File: config.mk
export PLATFORM = sky130hd
export DESIGN_NAME = fifo_stat_regs
export DESIGN_NICKNAME = d
export VERILOG_FILES = /design/src/rtl/fifo_stat_regs.sv
export SDC_FILE = /design/constraint.sdc
export NUM_CORES = 1
export LEC_CHECK = 0
export ABC_AREA = 0
export ABC_CLOCK_PERIOD_IN_PS = 3300
export BUFFER_PORTS_ARGS = -buffer_cell sky130_fd_sc_hd__buf_2
export CAP_MARGIN = 20
export CORE_ASPECT_RATIO = 0.75
export CORE_MARGIN = 2
export CORE_UTILIZATION = 51
export CTS_CLUSTER_SIZE = 20
export DETAILED_ROUTE_END_ITERATION = 6
export GPL_ROUTABILITY_DRIVEN = 0
export PLACE_DENSITY_LB_ADDON = 0.25
export REMOVE_ABC_BUFFERS = 1
export SLEW_MARGIN = 20
export SYNTH_ARGS = -nofsm -noshare
export SYNTH_HDL_FRONTEND = slang
export SYNTH_SLANG_ARGS = --single-unit
File: constraint.sdc
create_clock -name clk -period 3.3 [get_ports clk]
set_input_delay 0.99 -clock clk [delete_from_list [all_inputs] [get_ports clk]]
set_output_delay 0.99 -clock clk [all_outputs]
set_load 0.03 [all_outputs]
File: src/rtl/fifo_stat_regs.sv
// Multi-channel FIFO status window: live count/empty/full, sticky OVF/UNF/THR, peak and threshold.
// Define FIFO_STAT_IRQ_EN to implement IRQ_EN (0x80), IRQ_PEND (0x84) and the registered irq.
module fifo_stat_regs #(
  parameter int unsigned NUM_CH = 2,
  parameter int unsigned CNT_W  = 10
) (
  input  logic                    clk,
  input  logic                    rst_n,
  input  logic                    req_valid,
  input  logic                    req_write,
  input  logic [31:0]             req_addr,
  input  logic [31:0]             req_wdata,
  input  logic [3:0]              req_wstrb,
  output logic [31:0]             rdata,
  input  logic [NUM_CH*CNT_W-1:0] fifo_count,
  input  logic [NUM_CH-1:0]       fifo_empty,
  input  logic [NUM_CH-1:0]       fifo_full,
  input  logic [NUM_CH-1:0]       fifo_push,
  input  logic [NUM_CH-1:0]       fifo_pop,
  output logic                    irq
);

  logic [NUM_CH-1:0][CNT_W-1:0] cnt, peak_q, peak_d, thresh_q, thresh_d;
  logic [NUM_CH-1:0]            ovf_q, ovf_d, unf_q, unf_d, thr_q, thr_d, thr_hit, pend;
  logic [NUM_CH-1:0]            ch_wr, stat_wr, peak_wr, thresh_wr;
  logic [7:0]                   addr;
  logic [2:0]                   ch_sel;
  logic [1:0]                   reg_sel;
  logic                         wr, ch_hit;
  logic [CNT_W-1:0]             tmask;
  logic [31:0]                  glob_rdata;
  logic                         unused_bus;

  assign addr    = req_addr[7:0];
  assign ch_sel  = addr[6:4];
  assign reg_sel = addr[3:2];
  assign wr      = req_valid & req_write;
  assign ch_hit  = ~addr[7] & (addr[1:0] == 2'b00) & ({29'd0, ch_sel} < NUM_CH);
  assign cnt     = fifo_count;

  assign unused_bus = ^{req_addr, req_wdata, req_wstrb};

  always_comb begin
    ch_wr = '0;
    for (int c = 0; c < NUM_CH; c++) ch_wr[c] = wr & ch_hit & (ch_sel == 3'(c));
  end

  assign stat_wr   = ch_wr & {NUM_CH{(reg_sel == 2'd1) & req_wstrb[0]}};
  assign peak_wr   = ch_wr & {NUM_CH{(reg_sel == 2'd2) & req_wstrb[0]}};
  assign thresh_wr = ch_wr & {NUM_CH{reg_sel == 2'd3}};

  // Set terms are OR-ed after the W1C mask so a simultaneous set wins.
  assign ovf_d = (ovf_q & ~(stat_wr & {NUM_CH{req_wdata[2]}})) | (fifo_push & fifo_full);
  assign unf_d = (unf_q & ~(stat_wr & {NUM_CH{req_wdata[3]}})) | (fifo_pop & fifo_empty);
  assign thr_d = (thr_q & ~(stat_wr & {NUM_CH{req_wdata[4]}})) | thr_hit;
  assign pend  = ovf_q | unf_q | thr_q;

  always_comb begin
    tmask = '0;
    for (int b = 0; b < CNT_W; b++) tmask[b] = (b < 8) ? req_wstrb[0] : req_wstrb[1];
  end

  always_comb begin
    peak_d   = peak_q;
    thresh_d = thresh_q;
    thr_hit  = '0;
    for (int c = 0; c < NUM_CH; c++) begin
      thr_hit[c] = (thresh_q[c] != '0) && (cnt[c] >= thresh_q[c]);
      if (peak_wr[c] || (cnt[c] > peak_q[c])) peak_d[c] = cnt[c];
      if (thresh_wr[c]) begin
        thresh_d[c] = (thresh_q[c] & ~tmask) | (req_wdata[CNT_W-1:0] & tmask);
      end
    end
  end

  always_ff @(posedge clk or negedge rst_n) begin
    if (!rst_n) begin
      ovf_q    <= '0;
      unf_q    <= '0;
      thr_q    <= '0;
      peak_q   <= '0;
      thresh_q <= '0;
    end else begin
      ovf_q    <= ovf_d;
      unf_q    <= unf_d;
      thr_q    <= thr_d;
      peak_q   <= peak_d;
      thresh_q <= thresh_d;
    end
  end

  always_comb begin
    rdata = glob_rdata;
    if (ch_hit) begin
      rdata = '0;
      for (int c = 0; c < NUM_CH; c++) begin
        if (ch_sel == 3'(c)) begin
          case (reg_sel)
            2'd0:    rdata = 32'(cnt[c]);
            2'd1:    rdata = {27'd0, thr_q[c], unf_q[c], ovf_q[c], fifo_full[c], fifo_empty[c]};
            2'd2:    rdata = 32'(peak_q[c]);
            default: rdata = 32'(thresh_q[c]);
          endcase
        end
      end
    end
  end

`ifdef FIFO_STAT_IRQ_EN
  logic [NUM_CH-1:0] irq_en_q, irq_en_d;
  logic              irq_q;

  always_comb begin
    irq_en_d = irq_en_q;
    if (wr && (addr == 8'h80) && req_wstrb[0]) irq_en_d = req_wdata[NUM_CH-1:0];
  end

  always_ff @(posedge clk or negedge rst_n) begin
    if (!rst_n) begin
      irq_en_q <= '0;
      irq_q    <= 1'b0;
    end else begin
      irq_en_q <= irq_en_d;
      irq_q    <= |(irq_en_q & pend);
    end
  end

  always_comb begin
    glob_rdata = '0;
    if (addr == 8'h80)      glob_rdata = 32'(irq_en_q);
    else if (addr == 8'h84) glob_rdata = 32'(pend);
  end

  assign irq = irq_q;
`else
  logic unused_pend;

  assign unused_pend = ^pend;
  assign glob_rdata  = '0;
  assign irq         = 1'b0;
`endif

endmodule

==> flow_summary.toml <==
[yosys]
synth_top_cell_by_area = "dfrtp_1"
ys_types = 47
netlist_instances = 360
ys_seq_area_frac = 0.3176
ys_top_cells_by_count = "46 x dfrtp_1, 40 x ha_1, 40 x inv_1, 30 x nand2_1, 23 x buf_4"
synth_area_um2 = 3625
yosysMostFrequentCell = "dfrtp_1"
ys_seq_elements = 46
async_flop_share = 1.000
yosysWarningCount = 0
synth-main-ff-cell = "dfrtp_1"
syn_avg_cell_area_um2 = 10.07
synth_edf_count = 0
yosys-top-cells-area = "dfrtp_1 32%, ha_1 14%, mux2_2 6.8%"
synth_top_area_share = 0.3176

[floorplan]
pin_count = 133
chipWidth_um = 101.3
core-area_um2 = 6832
dieArea_um2 = 7805
start_util = 0.5306
rows = 26
fp.dieH_um = 77.01

[power_and_ir_drop]
p_leak_nw = 2.022
powerDensity_nw_per_um2 = 504.2
power.total_w = 0.002123
peakVddDrop_v = 0.0003033

[worst_setup_path]
worst-path-max-fanout = 5
worstSetupStartpointType = "primary input"
max_stage_delay_ns = 0.55
cp_slowest_cell = "or4_4"
reg2reg_slack_ns = 0.98
worstRegToRegCells = 7
endpoint_kind = "output pin"
worst-setup-path-type = "in -> out"
timing.rr.start = "peak_q[19]"
reg2reg_to = "peak_q[19]"
cp.arrival_ns = 2.32
cp_common_cell = "buf_6"
cp_cell_sequence = "buf_6 -> or4_4 -> or2_4 -> buf_6 -> nor2_4 -> buf_6"
worstPathRequired_ns = 2.31

[sta]
setup_ws_ns = -0.008308
finalHoldViolCount = 0
setup_tns_ns = -0.008308
slew_headroom = 0.5813
drv_slew = 0
worst_pin_slew_ns = 0.6265
min_period_ns = 3.308
rsz0062_at_grt = "true"
setup_viol = 1
fmax_mhz = 302.3
fin_skew_ns = 0.01110
period_share = 1.003

[outcome]
outcome = "finished, violations left"
violations = "negative setup slack"

[worst_hold_path]
min_to = "ovf_q[0]"
hp-class = "reg -> reg"
hold_start = "ovf_q[0]"
hold_depth = 1

[cts]
clk_latency_ns = 0.30
clkSinkCount = 46
cts_hold_buf = 0
cts_inserted_buffers = 5
clockBufferDepth = 2
cts_max_level = 2
tritoncts = "yes"
cts.clk_slew.worst_paths_ns = 0.08
cts_root_buf = "clkbuf_8"

[route]
drtAntennaViolNets = 0
first_iter_violations = 170
firstDrtPassIters = 5
drt-total-wl_um = 9297
routed-via-count = 2962
drt-wirelength-per-cell_um = 18.02
via_per_inst = 5.740
drc_errors = 0

[global_route]
grt-ovfl-total = 0
grtUsageTotal = 0.2577
antenna_found_initial = 0
grt_pass1_wl_um = 15560
grt_pass1_vias = 2985
grt_max_degree = 28

[place]
dp.cells = 506
place_hpwl_um = 7247
port-buffer-count = 61
placed_area_um2 = 3976

[final_layout]
fin_nets = 571
fin_cells = 516
antennaDiodeCount = 0
area_delta_synth_final_pct = 16.15
drive_gt1_frac = 0.3356
stdcell_area_um2 = 4210

[flow_run]
cap_violations = 0
[power by group]
group | total [W] | leakage [nW] | switching [W] | internal [W]
clock network | 0.000364 | 0.0482 | 0.000195 | 0.000169
registers | 0.000788 | 0.520 | 0.0000878 | 0.000700
logic | 0.000971 | 1.45 | 0.000499 | 0.000472
[metrics by stage]
stage,hold slack (ns),setup WS (ns),util
finish,0.5174,-0.008308,0.6163
detailed placement,0.4954,-0.2231,0.5821
global placement,0.4908,-0.2316,0.5821
global route,0.5348,-0.02247,0.6163
floorplan,0.4612,-0.3513,-
CTS,0.5183,-0.01673,0.6137
[cell type report]
cell class | count | area, um^2
clock inverters | 1 | 5.005
fillers | 592 | 2621
well taps | 84 | 105.1
multi-input cells | 262 | 2237
clock buffers | 7 | 86.33
flip-flops and latches | 46 | 1151
repair buffers | 76 | 475.5
inverters | 40 | 150.1
[metal layers]
metal  wire, um  vias up  track usage
met1       4477     1430       0.3982
li1           -     1408            -
met2       3954      119       0.3775
met4         50        0      0.04459
met3        814        5      0.05105
met5          0        -            0
[how the worst max path moves through the flow]
stage / startpoint / end / slack, ns
final: req_addr[0] / rdata[1] / -0.008
after global placement: req_addr[5] / rdata[6] / -0.23
after detailed placement: req_addr[5] / rdata[5] / -0.22
after CTS: req_addr[0] / rdata[1] / -0.02
after global routing: req_addr[0] / rdata[1] / -0.02
after floorplan: req_addr[5] / rdata[8] / -0.35
[kinds of logic after synthesis]
group                      Yosys count  share of synthesized area
other                                1                   0.001035
AOI/OAI and AO/OA                   69                     0.1277
buffers and inverters               75                     0.1094
muxes                               46                     0.1816
adders and majority gates           40                     0.1381
and+or+nand+nor                     83                     0.1246
DFF                                 46                     0.3176
[timing repair]
action,in CTS,in global routing
endpoints found under the hold margin,0,0
endpoints found under the setup margin,10,10
setup buffers,0,1
cloned,1,0
resized for setup,30,2
pin swaps,7,3
[layout by cell type, fill, tap and decap left out, drive strengths merged, types with 3 or more instances in the layout]
cell	n
a22oi	3
inv	40
mux2i	5
nor3	5
conb	23
a21o	4
nor2	10
clkbuf	7
nand2	30
a21oi	14
dfrtp	46
o21ai	24
nand3	10
nand2b	4
ha	40
a221oi	9
a22o	4
nor4	5
buf	76
nand4	12
mux4	10
mux2	31
[critical path, delay by kind of cell]
kind	cells	cell delay [ns]
simple gates	3	0.95
buf+inv	3	0.37
No activity file was read; power rests on OpenSTA's default activity.
